[src/rtl/uart_cmd_pkg.sv]
// Shared definitions for the UART command link schedulers.
//   DATA_W  : default command/response frame width
//   state_e : scheduler FSM states
//   clog2   : ceil(log2(value)), 0 for value <= 1, usable in constant expressions
package uart_cmd_pkg;

    localparam int unsigned DATA_W = 128;

    typedef enum logic [2:0] {
        StIdle,
        StArb,
        StSend,
        StWaitStart,
        StWaitDone,
        StWaitRsp,
        StFinish
    } state_e;

    function automatic int unsigned clog2(input int unsigned value);
        int unsigned r;
        r = 0;
        while ((32'd1 << r) < value) r = r + 1;
        return r;
    endfunction

endpackage

[src/rtl/rr_arbiter.sv]
// Combinational round-robin arbiter.
//   req   : request vector
//   ptr   : index with highest priority this round
//   gnt   : one-hot grant (zero when nothing is requested)
//   idx   : index of the granted requester
//   found : any request present
module rr_arbiter
    import uart_cmd_pkg::*;
#(
    parameter int unsigned NUM_REQ = 4,
    parameter int unsigned IDX_W   = clog2(NUM_REQ)
) (
    input  logic [NUM_REQ-1:0] req,
    input  logic [IDX_W-1:0]   ptr,
    output logic [NUM_REQ-1:0] gnt,
    output logic [IDX_W-1:0]   idx,
    output logic               found
);

    always_comb begin
        gnt   = '0;
        idx   = '0;
        found = 1'b0;
        // Scan from farthest to nearest so the first set request at/after ptr is kept last.
        for (int off = int'(NUM_REQ) - 1; off >= 0; off--) begin
            if (req[(int'(ptr) + off) % int'(NUM_REQ)]) begin
                idx   = IDX_W'((int'(ptr) + off) % int'(NUM_REQ));
                found = 1'b1;
            end
        end
        if (found) gnt = {{(NUM_REQ-1){1'b0}}, 1'b1} << idx;
    end

endmodule

[src/rtl/uart_cmd_sched.sv]
// Round-robin scheduler sharing one UART command link between NUM_REQ requesters.
// Sends one frame at a time, optionally waits for the response with timeout/retry,
// and reports ack/err/response to the granted requester.
//   clk, rst      : clock, asynchronous active-high reset
//   req           : level requests, held until ack or err
//   req_data      : per-requester frames, requester i at [i*DATA_W +: DATA_W]
//   req_need_rsp  : requester expects a response frame
//   ack, err      : one-cycle completion pulses for the granted requester
//   rsp_data      : last received frame, held
//   rsp_vld       : one-cycle pulse to the owner of rsp_data
//   unsol_vld     : one-cycle pulse for a frame nobody was waiting for
//   busy          : scheduler not idle
//   send_en       : one-cycle start pulse to the transmit framer
//   send_data     : frame being transmitted
//   send_vld      : transmitter busy
//   rx_frame      : received frame, valid with rx_vld pulse
module uart_cmd_sched
    import uart_cmd_pkg::*;
#(
    parameter int unsigned NUM_REQ   = 4,
    parameter int unsigned DATA_W    = uart_cmd_pkg::DATA_W,
    parameter int unsigned START_TO  = 64,
    parameter int unsigned RSP_TO    = 20000,
    parameter int unsigned MAX_RETRY = 2
) (
    input  logic                      clk,
    input  logic                      rst,
    input  logic [NUM_REQ-1:0]        req,
    input  logic [NUM_REQ*DATA_W-1:0] req_data,
    input  logic [NUM_REQ-1:0]        req_need_rsp,
    output logic [NUM_REQ-1:0]        ack,
    output logic [NUM_REQ-1:0]        err,
    output logic [DATA_W-1:0]         rsp_data,
    output logic [NUM_REQ-1:0]        rsp_vld,
    output logic                      unsol_vld,
    output logic                      busy,
    output logic                      send_en,
    output logic [DATA_W-1:0]         send_data,
    input  logic                      send_vld,
    input  logic [DATA_W-1:0]         rx_frame,
    input  logic                      rx_vld
);

    localparam int unsigned IDX_W = clog2(NUM_REQ);
    localparam int unsigned TMR_W = clog2((START_TO > RSP_TO) ? START_TO : RSP_TO) + 1;
    localparam int unsigned RET_W = clog2(MAX_RETRY + 1) + 1;
    localparam logic [NUM_REQ-1:0] ONE = {{(NUM_REQ-1){1'b0}}, 1'b1};

    state_e             state;
    logic [IDX_W-1:0]   gnt_id;
    logic [IDX_W-1:0]   rr_ptr;
    logic               need_rsp;
    logic               got_rsp;
    logic               fin_ok;
    logic [RET_W-1:0]   retry_cnt;
    logic [TMR_W-1:0]   timer;

    logic [NUM_REQ-1:0] arb_gnt;
    logic [IDX_W-1:0]   arb_idx;
    logic               arb_found;
    logic               rx_accept;

    rr_arbiter #(
        .NUM_REQ (NUM_REQ),
        .IDX_W   (IDX_W)
    ) u_arb (
        .req   (req),
        .ptr   (rr_ptr),
        .gnt   (arb_gnt),
        .idx   (arb_idx),
        .found (arb_found)
    );

    // A frame is the response only while waiting for it; one early frame is
    // accepted while the command is still being transmitted.
    assign rx_accept = rx_vld && ((state == StWaitRsp) ||
                                  (state == StWaitDone && need_rsp && !got_rsp));
    assign busy      = (state != StIdle);

    always_ff @(posedge clk or posedge rst) begin
        if (rst) begin
            state     <= StIdle;
            gnt_id    <= '0;
            rr_ptr    <= '0;
            need_rsp  <= 1'b0;
            got_rsp   <= 1'b0;
            fin_ok    <= 1'b0;
            retry_cnt <= '0;
            timer     <= '0;
            ack       <= '0;
            err       <= '0;
            rsp_data  <= '0;
            rsp_vld   <= '0;
            unsol_vld <= 1'b0;
            send_en   <= 1'b0;
            send_data <= '0;
        end else begin
            ack       <= '0;
            err       <= '0;
            rsp_vld   <= '0;
            unsol_vld <= 1'b0;
            send_en   <= 1'b0;

            // Saturating; each waiting state clears it on entry.
            if (timer != '1) timer <= timer + TMR_W'(1);

            if (rx_vld && !rx_accept) begin
                rsp_data  <= rx_frame;
                unsol_vld <= 1'b1;
            end

            case (state)
                StIdle: begin
                    if (req != '0 && !send_vld) state <= StArb;
                end
                StArb: begin
                    if (arb_found) begin
                        gnt_id    <= arb_idx;
                        send_data <= req_data[arb_idx*DATA_W +: DATA_W];
                        need_rsp  <= |(req_need_rsp & arb_gnt);
                        retry_cnt <= '0;
                        got_rsp   <= 1'b0;
                        send_en   <= 1'b1;
                        state     <= StSend;
                    end else begin
                        state <= StIdle;
                    end
                end
                StSend: begin
                    timer <= '0;
                    state <= StWaitStart;
                end
                StWaitStart: begin
                    if (send_vld) begin
                        state <= StWaitDone;
                    end else if (timer == TMR_W'(START_TO)) begin
                        fin_ok <= 1'b0;
                        state  <= StFinish;
                    end
                end
                StWaitDone: begin
                    if (rx_accept) begin
                        rsp_data <= rx_frame;
                        rsp_vld  <= ONE << gnt_id;
                        got_rsp  <= 1'b1;
                    end
                    if (!send_vld) begin
                        if (!need_rsp || got_rsp || rx_accept) begin
                            fin_ok <= 1'b1;
                            state  <= StFinish;
                        end else begin
                            timer <= '0;
                            state <= StWaitRsp;
                        end
                    end
                end
                StWaitRsp: begin
                    // A response arriving on the timeout cycle still wins.
                    if (rx_vld) begin
                        rsp_data <= rx_frame;
                        rsp_vld  <= ONE << gnt_id;
                        fin_ok   <= 1'b1;
                        state    <= StFinish;
                    end else if (timer == TMR_W'(RSP_TO)) begin
                        if (retry_cnt < RET_W'(MAX_RETRY)) begin
                            retry_cnt <= retry_cnt + RET_W'(1);
                            send_en   <= 1'b1;
                            state     <= StSend;
                        end else begin
                            fin_ok <= 1'b0;
                            state  <= StFinish;
                        end
                    end
                end
                StFinish: begin
                    if (fin_ok) ack <= ONE << gnt_id;
                    else        err <= ONE << gnt_id;
                    rr_ptr <= (gnt_id == IDX_W'(NUM_REQ - 1)) ? '0 : gnt_id + IDX_W'(1);
                    state  <= StIdle;
                end
                default: state <= StIdle;
            endcase
        end
    end

endmodule

[config.mk]
export PLATFORM = sky130hd
export DESIGN_NAME = uart_cmd_sched
export DESIGN_NICKNAME = d
export VERILOG_FILES = /design/src/rtl/uart_cmd_pkg.sv /design/src/rtl/rr_arbiter.sv /design/src/rtl/uart_cmd_sched.sv
export SDC_FILE = /design/constraint.sdc
export NUM_CORES = 1
export LEC_CHECK = 0
export ABC_CLOCK_PERIOD_IN_PS = 12700
export CAP_MARGIN = 0
export CORE_AREA = 4 4 358 360
export CTS_BUF_LIST = sky130_fd_sc_hd__clkbuf_8 sky130_fd_sc_hd__clkbuf_16
export CTS_CLUSTER_DIAMETER = 120
export DETAILED_ROUTE_END_ITERATION = 12
export DIE_AREA = 0 0 362 364
export SYNTH_ARGS = -nofsm -noshare
export SYNTH_HDL_FRONTEND = slang
export SYNTH_SLANG_ARGS = --single-unit
[constraint.sdc]
create_clock -name clk -period 12.7 [get_ports clk]
set_input_delay 3.81 -clock clk [delete_from_list [all_inputs] [get_ports clk]]
set_output_delay 3.81 -clock clk [all_outputs]
set_load 0.02 [all_outputs]
==> results of run 1 <==
-- synth_stat cells (3+ instances only) --
master | count | area share [%]
sky130_fd_sc_hd__a21oi_1 | 19 | 0.66
sky130_fd_sc_hd__a221oi_1 | 130 | 7.9
sky130_fd_sc_hd__and3_1 | 7 | 0.30
sky130_fd_sc_hd__buf_1 | 4 | 0.10
sky130_fd_sc_hd__buf_2 | 52 | 1.8
sky130_fd_sc_hd__buf_4 | 9 | 0.47
sky130_fd_sc_hd__buf_6 | 4 | 0.31
sky130_fd_sc_hd__clkbuf_1 | 42 | 1.1
sky130_fd_sc_hd__dfrtp_1 | 299 | 52
sky130_fd_sc_hd__ha_1 | 7 | 0.61
sky130_fd_sc_hd__inv_1 | 19 | 0.49
sky130_fd_sc_hd__mux2_2 | 128 | 10
sky130_fd_sc_hd__mux2i_1 | 132 | 9.1
sky130_fd_sc_hd__nand2_1 | 18 | 0.47
sky130_fd_sc_hd__nand2b_1 | 7 | 0.30
sky130_fd_sc_hd__nand3_1 | 12 | 0.42
sky130_fd_sc_hd__nor2_1 | 153 | 4.0
sky130_fd_sc_hd__nor2b_1 | 3 | 0.13
sky130_fd_sc_hd__nor3_1 | 12 | 0.42
sky130_fd_sc_hd__nor4_1 | 4 | 0.17
sky130_fd_sc_hd__nor4_4 | 3 | 0.44
sky130_fd_sc_hd__o21a_1 | 4 | 0.21
sky130_fd_sc_hd__o21ai_0 | 5 | 0.17
sky130_fd_sc_hd__o21ai_1 | 10 | 0.35
sky130_fd_sc_hd__o22ai_1 | 129 | 5.6
sky130_fd_sc_hd__o31ai_1 | 6 | 0.31
sky130_fd_sc_hd__or3_1 | 7 | 0.30
sky130_fd_sc_hd__xor2_1 | 4 | 0.24
-- final cells by class --
class	count	area (µm²)
clock inverter	24	295
clock buffer	53	1220
fill	13500	98100
antenna	15	37.5
multi-input combinational	833	6430
sequential	299	7480
tap	1650	2060
inverter	19	78.8
timing repair buffer	941	9370
-- metal layers --
metal / vias to the layer above / share of wire, % / track usage [%]
met4: 4 / 3.0 / 4.32
li1: 6585 / - / -
met2: 737 / 48 / 23.6
met3: 135 / 11 / 5.75
met5: - / 0.027 / 0
met1: 7247 / 39 / 16.8
-- power by group through the flow --
stage / Sequential [W] / Clock [W] / Combinational [W]
floorplan: 0.00168 / 0 / 0.000881
global placement: 0.00145 / 0 / 0.00247
detailed placement: 0.00146 / 0 / 0.00247
CTS: 0.00145 / 0.00137 / 0.00249
global route: 0.00148 / 0.00140 / 0.00258
finish: 0.00144 / 0.00131 / 0.00242
-- per-stage QoR --
stage / cell area, µm² / setup WS (ps) / std cells
after detailed placement: 25400 / 5450 / 3742
after global placement: 25400 / 5520 / 3742
final: 27000 / 6040 / 3834
after CTS: 26900 / 6080 / 3819
after floorplan: 14500 / 629 / 1262
after global routing: 27000 / 5910 / 3827
-- final timing paths --
kind	end	slack, ps	cells after the start
hold reg to reg	retry_cnt[0]$_DFFE_PP0P_	480	1
max in group asynchronous	asynchronous set/reset pin	6990	4
hold / removal	retry_cnt[0]$_DFFE_PP0P_	480	1
setup reg to reg	send_data[24]$_DFFE_PP0P_	9260	6
setup / recovery	send_data[118]$_DFFE_PP0P_	6040	8
min in group asynchronous	asynchronous set/reset pin	3760	2
-- layout by cell type (no fill, tap or decap), types with 9 or more instances in the layout --
cell and count:
sky130_fd_sc_hd__clkdlybuf4s50_1 921, sky130_fd_sc_hd__dfrtp_1 299, sky130_fd_sc_hd__nor2_1 152, sky130_fd_sc_hd__mux2i_1 132
sky130_fd_sc_hd__a221oi_1 130, sky130_fd_sc_hd__o22ai_1 129, sky130_fd_sc_hd__mux2_2 128, sky130_fd_sc_hd__clkbuf_16 44
sky130_fd_sc_hd__inv_1 25, sky130_fd_sc_hd__a21oi_1 19, sky130_fd_sc_hd__buf_4 19, sky130_fd_sc_hd__nand2_1 16
sky130_fd_sc_hd__diode_2 15, sky130_fd_sc_hd__nand3_1 12, sky130_fd_sc_hd__nor3_1 12, sky130_fd_sc_hd__o21ai_1 10
sky130_fd_sc_hd__clkbuf_8 9
-- cells by family after synthesis --
family / Yosys count
AO/OA/AOI/OAI: 319
XOR/XNOR: 6
adder cells (fa/ha/maj): 7
buffers and inverters: 130
flip-flops: 299
multiplexers: 260
AND/OR/NAND/NOR: 241
-- worst max-delay path: cells and delay by family --
family | cells | cell delay, ps
and+or+nand+nor | 3 | 850
AOI/OAI and AO/OA | 2 | 300
buffers and inverters | 3 | 2080
==> results summary, run 1 <==
The run finished with clean final reports. The startpoint identified for the worst hold timing path is retry_cnt[0]$_DFFE_PP0P_. Tracing the worst setup path back leads to its startpoint at req[1]. The total routed wirelength came out at 99.5 mm. Each instance of the synthesized netlist takes up on average 11.5 µm². The CTS root buffer is sky130_fd_sc_hd__clkbuf_16. At the end of routability-driven placement, the weighted congestion stood at 0.834. The remaining global-route overflow came out at 0. The post-synthesis instance total came out at 1262.

Among the stages of the critical path, the cell type that occurs most often is sky130_fd_sc_hd__buf_4. The total number of vias is 14700. The routed length per placed instance came out at 25.9 µm. The total of max-cap violations is 0.

The multiplexer share of the synthesized area is 19.1%. The residual DRC count is 0. The via count of the first global-routing pass is 15200. The max-slew violation count was 0. The normalized max-slew margin is 27.3%. The most used flip-flop cell after synthesis is sky130_fd_sc_hd__dfrtp_1. The number of different library cells used by synthesis comes to 55.

The full die area is 132000 µm². At the pin with the least slew margin, the transition time is 1090 ps. The post-cts hold buffer count came out at 0. The area overhead of the layout relative to synthesis came out at 86.5%.

Detailed placement ended at an HPWL of 80.7 mm. The final core utilization came out at 21.6%. The die is 364 µm tall.

Data on the critical path is required at its endpoint by 13200 ps. The time the worst path needs with I/O delays and setup is 6660 ps. The total power per unit cell area came out at 192 nW/µm². The area share of fa/ha/maj cells after synthesis came out at 0.605%. The clock reaches the later pin of the worst-skew pair after 590 ps.

The clock network accounts for 25.3% of the total power. Yosys mapped a number of flops with a built-in enable equal to 0. The highest cell delay on the worst timing path came out at 770 ps.

The final hold violation count came out at 0. The fraction of layout cells with a size suffix above 1 came out at 10.9%. The worst register-to-register path begins at state[0]$_DFFE_PP0P_. The first-pass detailed-route iteration total is 5. After layout, the worst path uses 52.4% of the clock period. At the end of the flow, the number of nets in the layout was 2797. The global-route wire length before repair came out at 130 mm.

The mean number of vias per cell is 3.84. The post-synthesis net count is 1921. The initialized floorplan defines 130 standard-cell rows. The initial core utilization came out at 11.6%. The number of buffers on the longest clock path came out at 3.

In this run the cell area of the synthesized design comes to 14500 µm². The simple-gate portion of the synthesized area is 7.81%. The number of warnings issued by yosys is 0. The maximum clock frequency is 150 MHz.

The tightest hold path in the finished design has a slack of 484 ps. The clock arrives with 14.4 ps of skew. The switching share of power came out at 41.7%. The static leakage came out at 10.3 nW.

The initial antenna violation count is 37. The largest fanout of any net on the critical path is 70. In this run the worst hold path is classified as register to register.

The number of synthesized register bits is 299. The final number of setup-violating endpoints is 0. Cell internal power was estimated by the tool at 0.00302 W. The post-synthesis sequential area ratio is 51.7%.

TritonCTS built the clock tree. The violation count after the first detailed-routing iteration came out at 1175. STA classifies the critical path startpoint as an input pin.

The clock slew at the register clock pins of the worst setup and hold paths came out at 60 ps. The share of total power in sequential cells came out at 27.9%. Global routing consumed, over all layers together, 14.2% of the routing resources. The total CTS buffers came out at 44. The detail route stage leaves a number of antenna-violating nets equal to 0. The number of buffers inserted by post-CTS setup repair is 0. The core outline area came out at 125000 µm². The critical path goes through clkdlybuf4s50_1, nor4_4, nor3_1, nand2_4, buf_4, buf_4, a221oi_1, o22ai_1. Entering global routing, the biggest net connects 91 pins. The count of cells resized by post-cts repair came out at 0. The data arrival time of the critical path is 7150 ps. The maximum ir drop on the vdd rail came out at 86.6 µV. The share of the synthesized netlist area taken by xor and xnor gates came out at 0.363%.

The total chip power is 0.00517 W. In this run the power spent charging and discharging nets is 0.00215 W. The nature of the critical path endpoint is a register. The TritonCTS sink count is 299. The number of top-level pins is 923. The combinational power share came out at 46.8%.

The overall die width came out at 362 µm. The worst setup path is of the input pin to register kind. The synthesized netlist devotes 16.2% of its cell area to compound gates. The fraction of synthesis flops using an asynchronous set or reset pin is 100%. The clock tree synthesis step divided the H-tree into 2 levels. After synthesis, the largest family of logic cells by area is multiplexers. In this run the tool buffered the top-level ports with 922 buffer cells.

Setup repair after global routing left no endpoint under its margin. The final total negative setup slack is 0 ps. The cell at the slowest stage of the critical path is sky130_fd_sc_hd__buf_4.
(Power assumes the default switching activity.)
==> run 2: changes to the inputs <==
--- a/config.mk
+++ b/config.mk
@@ -5,7 +5,7 @@
 export SDC_FILE = /design/constraint.sdc
 export NUM_CORES = 1
 export LEC_CHECK = 0
-export ABC_CLOCK_PERIOD_IN_PS = 12700
+export ABC_CLOCK_PERIOD_IN_PS = 5700
 export CAP_MARGIN = 0
 export CORE_AREA = 4 4 358 360
 export CTS_BUF_LIST = sky130_fd_sc_hd__clkbuf_8 sky130_fd_sc_hd__clkbuf_16
==> constraint.sdc (replaced) <==
create_clock -name clk -period 5.7 [get_ports clk]
set_input_delay 1.71 -clock clk [delete_from_list [all_inputs] [get_ports clk]]
set_output_delay 1.71 -clock clk [all_outputs]
set_load 0.02 [all_outputs]
==> results summary, run 2 (synthesized netlist as in run 1, its figures left out) <==
The setup slack of the worst register-to-register path is 2960 ps. From synthesis to final layout, the design area changed by 87.2%. The core outline area is 125000 µm². The count of nets after finishing is 2807. The final cycle utilization of the critical path came out at 69.2%. The largest fanout of any net on the critical path is 18. The max-slew violation count is 0.

The required time of the worst setup path came out at 3990 ps. In this run the count of I/O pins placed on the die edge is 923. The final hold violation count came out at 0.

The overall die width came out at 362 µm. The flow ran to the end, and the final reports show no timing, DRC or antenna violations. The critical path in this run is classified as register to output pin.

TritonCTS built the clock tree. For this run, the share of the core covered by cells in the final layout is 21.7%. The worst clock skew is 22.2 ps. The data arrival time of the critical path is 2230 ps. The routability congestion estimate is 0.865. The met1 usage is 17.4%. The maximum clock frequency is 253 MHz. The time the worst path needs with I/O delays and setup is 3940 ps. The count of buffers from port buffering is 922.

Detailed placement finished with a half-perimeter wire length of 82.1 mm. The minimum hold slack is 503 ps. The initial antenna violation count is 40.

The total number of vias came out at 14900. The critical register-to-register path startpoint is state[0]$_DFFE_PP0P_. CTS placed an instance of sky130_fd_sc_hd__clkbuf_16 at the clock tree root. In this run the power density over the cells is 425 nW/µm².

The tightest min-delay check is of the register to register type. At the pin with the least slew margin, the transition time is 1060 ps. The remaining antenna violation count after routing came out at 0.

The number of buffers inserted by post-CTS setup repair is 0. The initial core utilization came out at 11.6%. The total routed wirelength came out at 99.7 mm. The clock slew at the register clock pins of the worst setup and hold paths is 60 ps.

The number of rows in the core area is 130. The area of placed instances came out at 25600 µm². The count of filler cells inserted in the layout is 13500.

The pin count of the biggest net entering global routing is 103. The floorplan step set the die height to 364 µm. The deepest level of the CTS H-tree is 2. The number of cells on the worst reg-to-reg path came out at 5. The met2 global-route usage came out at 23.1%. The final total negative setup slack is 0 ps. Counting instances, the worst hold path has a depth of 1. The routed length per placed instance is 26.0 µm.

After detailed routing, the number of vias per cell comes to 3.88. The post-cts hold buffer count is 0. The worst setup path is launched from a register.

The finished cells cover 27100 µm². Setup repair after global routing left no endpoint under its margin. The top cell types in the final layout, fill and taps aside, are 921 x sky130_fd_sc_hd__clkdlybuf4s50_1, 299 x sky130_fd_sc_hd__dfrtp_1, 152 x sky130_fd_sc_hd__nor2_1. The remaining global-route overflow came out at 0. The later pin in the worst-skew pair is clocked with a latency of 600 ps.

The met3 layer usage reported by global route came out at 5.55%. In this run, post-CTS repair resized a total of 0 instances. The via count of the first global-routing pass is 15200. The violation count after the first detailed-routing iteration came out at 981. The residual DRC count came out at 0. The total of max-cap violations is 0. In this run the critical register-to-register path is captured at send_data[86]$_DFFE_PP0P_. The TritonCTS sink count is 299.

STA classifies the critical path endpoint as an output pin. The aggregate global-route resource usage is 14.2%. The maximum ir drop on the vdd rail came out at 191 µV. The global-route wire length before repair came out at 131 mm. The static leakage came out at 10.3 nW.

The number of buffers on the longest clock path came out at 3. Of the cells placed in the final design, the portion with a size suffix greater than 1 is 11.1%. The total CTS buffers came out at 43. The first-pass detailed-route iteration total came out at 5.

The normalized max-slew margin is 29.0%. The library cell used most frequently in the layout, excluding fill and tap cells, is sky130_fd_sc_hd__clkdlybuf4s50_1. The full die area is 132000 µm². The global routing stage identified its most utilized layer as met2. Setup violations remaining at the end of the flow were counted as 0.
run 2: cell types whose count changed in the layout (fill, tap and decap cells not counted), moves of 2 or more:
cell                         before  now
sky130_fd_sc_hd__buf_12           0   11
sky130_fd_sc_hd__clkbuf_8         9    2
sky130_fd_sc_hd__diode_2         15   10
sky130_fd_sc_hd__clkinvlp_4       2    5
sky130_fd_sc_hd__clkinv_2         2    4
sky130_fd_sc_hd__inv_6            4    2
run 2: area by class of cell:
cell class	instances	area, µm²	area share (%)
clock inverters	26	289	1.07
inverters	19	75.1	0.277
flip-flops and latches	299	7480	27.6
diodes	10	25.0	0.0924
multi-input cells	833	6430	23.7
well taps	1650	2060	7.62
repair buffers	952	9590	35.4
clock buffers	46	1130	4.17
run 2: worst max-delay path, stage by stage, from the launching register on:
cell	delay [ps]
sky130_fd_sc_hd__dfrtp_1	610
sky130_fd_sc_hd__or3_1	460
sky130_fd_sc_hd__clkdlybuf4s50_1	590
run 2: how the worst max path moves through the flow:
stage,startpoint,to,slack [ps],cells after the start
6_report,state[0]$_DFFE_PP0P_,busy,1760,2
5_1_grt,state[0]$_DFFE_PP0P_,busy,1640,2
4_1_cts,state[0]$_DFFE_PP0P_,busy,1710,2
3_5_place_dp,req[3],send_data[96]$_DFFE_PP0P_,1190,7
3_3_place_gp,req[3],send_data[96]$_DFFE_PP0P_,1190,7
2_1_floorplan,rst,asynchronous set/reset pin,20,1
run 2: per-stage QoR:
step	power [W]	instances	setup slack, ps
final	0.0115	3835	1760
after global routing	0.0121	3829	1640
after CTS	0.0118	3825	1710
after detailed placement	0.00885	3753	1190
after global placement	0.00883	3753	1190
after floorplan	0.00571	1262	16.9
run 2: per-layer routing:
layer  up-vias  share of wire (%)
met4        12                3.2
li1       6596                  -
met5         -              0.079
met2       797                 46
met1      7334                 40
met3       156                9.8
run 2: report_power, final:
part           internal (W)  switching [W]  total (W)
clock               0.00165        0.00112    0.00277
sequential          0.00274       0.000521    0.00326
combinational       0.00228        0.00321    0.00549
==> run 3: changes to the inputs <==
--- a/config.mk
+++ b/config.mk
@@ -5,7 +5,7 @@
 export SDC_FILE = /design/constraint.sdc
 export NUM_CORES = 1
 export LEC_CHECK = 0
-export ABC_CLOCK_PERIOD_IN_PS = 5700
+export ABC_CLOCK_PERIOD_IN_PS = 3700
 export CAP_MARGIN = 0
 export CORE_AREA = 4 4 358 360
 export CTS_BUF_LIST = sky130_fd_sc_hd__clkbuf_8 sky130_fd_sc_hd__clkbuf_16
==> constraint.sdc (replaced) <==
create_clock -name clk -period 3.7 [get_ports clk]
set_input_delay 1.11 -clock clk [delete_from_list [all_inputs] [get_ports clk]]
set_output_delay 1.11 -clock clk [all_outputs]
set_load 0.02 [all_outputs]
==> results summary, run 3 (synthesized netlist as in run 1, its figures left out) <==
Across the run, the number of max-cap violations was 0. Gates resized during post-CTS repair numbered 0. Derived from the worst setup path, the maximum achievable clock frequency is 295 MHz. The count of filler cells inserted in the layout came out at 13500. The worst register-to-register path begins at rr_ptr[1]$_DFFE_PP0P_. The maximum ir drop on the vdd rail is 299 µV.

Counting the buffers created by CTS gives 42. The count of cells along the worst hold path came out at 1. The later-pin clock latency in the skew report is 580 ps. The number of buffers on the longest clock path is 3. Entering global routing, the biggest net connects 79 pins. Clock-pin slew was measured on the worst setup and hold paths at 60 ps. The final setup slack of the worst path came out at 315 ps.

The required time of the worst setup path is 2590 ps. The via count of the first global-routing pass came out at 15400. The initial core utilization is 11.6%. The area used by multi-input combinational logic is 6440 µm².

The deepest level of the CTS H-tree came out at 2. The core outline area came out at 125000 µm². The aggregate global-route resource usage came out at 14.3%. The worst register-to-register path ends at send_data[62]$_DFFE_PP0P_. The transition time of the tightest slew-check pin came out at 1020 ps.

The largest fanout of any net on the critical path came out at 18. The global-route wire length before repair is 131 mm. The max-slew violation count came out at 0.

The kind of start point of the critical path is a register. The total power per unit cell area came out at 652 nW/µm². The startpoint of the most critical hold path is retry_cnt[0]$_DFFE_PP0P_.

The residual DRC count is 0. The area overhead of the layout relative to synthesis is 90.1%. The setup slack of the worst register-to-register path came out at 1000 ps. TritonCTS built the clock tree. The count of nets after finishing is 2839. The total routed wirelength is 100 mm.

The die is 364 µm tall. The overall die width came out at 362 µm. For hold timing, the worst endpoint is retry_cnt[0]$_DFFE_PP0P_.

The routability congestion estimate came out at 0.879. The worst path uses 91.5% of the clock period. The static leakage is 10.5 nW.

In the layout the commonest cells are 921 x sky130_fd_sc_hd__clkdlybuf4s50_1, 299 x sky130_fd_sc_hd__dfrtp_1, 152 x sky130_fd_sc_hd__nor2_1. Dividing the detail-routed wire length by the instance count gives 25.9 µm. The final hold violation count is 0. The final total negative setup slack came out at 0 ps.

The half-perimeter wire length after detailed placement is 83.8 mm. The post-route standard cell area excluding fillers came out at 27500 µm². The root buffer cell chosen for the clock tree is sky130_fd_sc_hd__clkbuf_16. The final number of setup-violating endpoints came out at 0. The fraction of layout cells with a size suffix above 1 is 12.6%. The nature of the critical path endpoint is an output pin. The number of rows in the core area came out at 130. Setup repair after global routing left no endpoint under its margin.

The area of placed instances is 26000 µm². The count of buffers from port buffering came out at 922. The remaining antenna violation count after routing came out at 0. The remaining global-route overflow came out at 0. The mean number of vias per cell came out at 3.88. The number of top-level pins is 923. The floorplan step defined a die boundary enclosing 132000 µm². The number of buffers inserted by post-CTS setup repair came out at 0. The worst clock skew came out at 15.9 ps. The routed design could run at a clock period as short as 3380 ps. The tightest min-delay check is of the register to register type. The TritonCTS sink count came out at 299. The setup path with the least slack is of type register to output pin.

The number of cells on the worst reg-to-reg path is 7. The data arrival time of the critical path came out at 2270 ps. The violation count after the first detailed-routing iteration is 1039. The post-place setup slack came out at -75.3 ps. The initial antenna violation count is 40. The post-cts hold buffer count is 0. Hold is met by 492 ps. The flip-flop and latch area came out at 7480 µm². The worst pin sits at a relative slew slack of 32.3%. The first-pass detailed-route iteration total is 5. Leaving out fill and tap cells, the most frequent cell in the layout is sky130_fd_sc_hd__clkdlybuf4s50_1. The run finished with clean final reports. The detailed router placed 15000 vias in this run.
-- run 3: cell types whose count changed in the layout (fill, tap and decap cells not counted), moves of 2 or more --
cell | previous run | this run
sky130_fd_sc_hd__buf_12 | 11 | 23
sky130_fd_sc_hd__buf_4 | 19 | 40
sky130_fd_sc_hd__clkbuf_8 | 2 | 6
sky130_fd_sc_hd__clkinv_2 | 4 | 6
sky130_fd_sc_hd__clkinvlp_4 | 5 | 3
sky130_fd_sc_hd__diode_2 | 10 | 6
-- run 3: through the flow --
stage          util [%]  std cells  power, W
6_report           22.0       3868    0.0179
5_1_grt            22.0       3864    0.0189
4_1_cts            22.0       3862    0.0184
3_5_place_dp       20.8       3786    0.0138
3_3_place_gp       20.8       3786    0.0138
2_1_floorplan         -       1262   0.00879
-- run 3: worst max path at each step --
stage	slack, ps	endpoint	from	cells after the start
final	320	busy	state[0]$_DFFE_PP0P_	2
after detailed placement	-80	send_data[124]$_DFFE_PP0P_	req[0]	8
after floorplan	-1380	asynchronous set/reset pin	rst	1
after CTS	250	busy	state[0]$_DFFE_PP0P_	2
after global routing	200	busy	state[0]$_DFFE_PP0P_	2
after global placement	-40	send_data[62]$_DFFE_PP0P_	req[2]	9
-- run 3: final cells by class --
type                       count  share of cell area [%]
tap                         1650                    7.50
inverter                      19                   0.273
clock inverter                27                    1.06
multi-input combinational    833                    23.4
antenna                        6                  0.0546
clock buffer                  49                    4.21
timing repair buffer         985                    36.3
sequential                   299                    27.2
-- run 3: report_power, final --
part | internal, W | switching (W) | leakage, nW
sequential | 0.00422 | 0.000812 | 3.47
combinational | 0.00368 | 0.00491 | 6.33
clock | 0.00259 | 0.00174 | 0.741
total | 0.0105 | 0.00745 | 10.5
-- run 3: layer usage --
layer	track usage [%]	up-vias	wire length, µm
li1	-	6653	-
met5	0	-	96
met4	3.21	14	2200
met3	5.12	138	9100
met1	17.3	7468	40500
met2	24.3	745	48300
-- run 3: critical path: stages (launching register included) --
cell and delay (ps):
sky130_fd_sc_hd__dfrtp_1 610, sky130_fd_sc_hd__or3_1 500, sky130_fd_sc_hd__clkdlybuf4s50_1 580
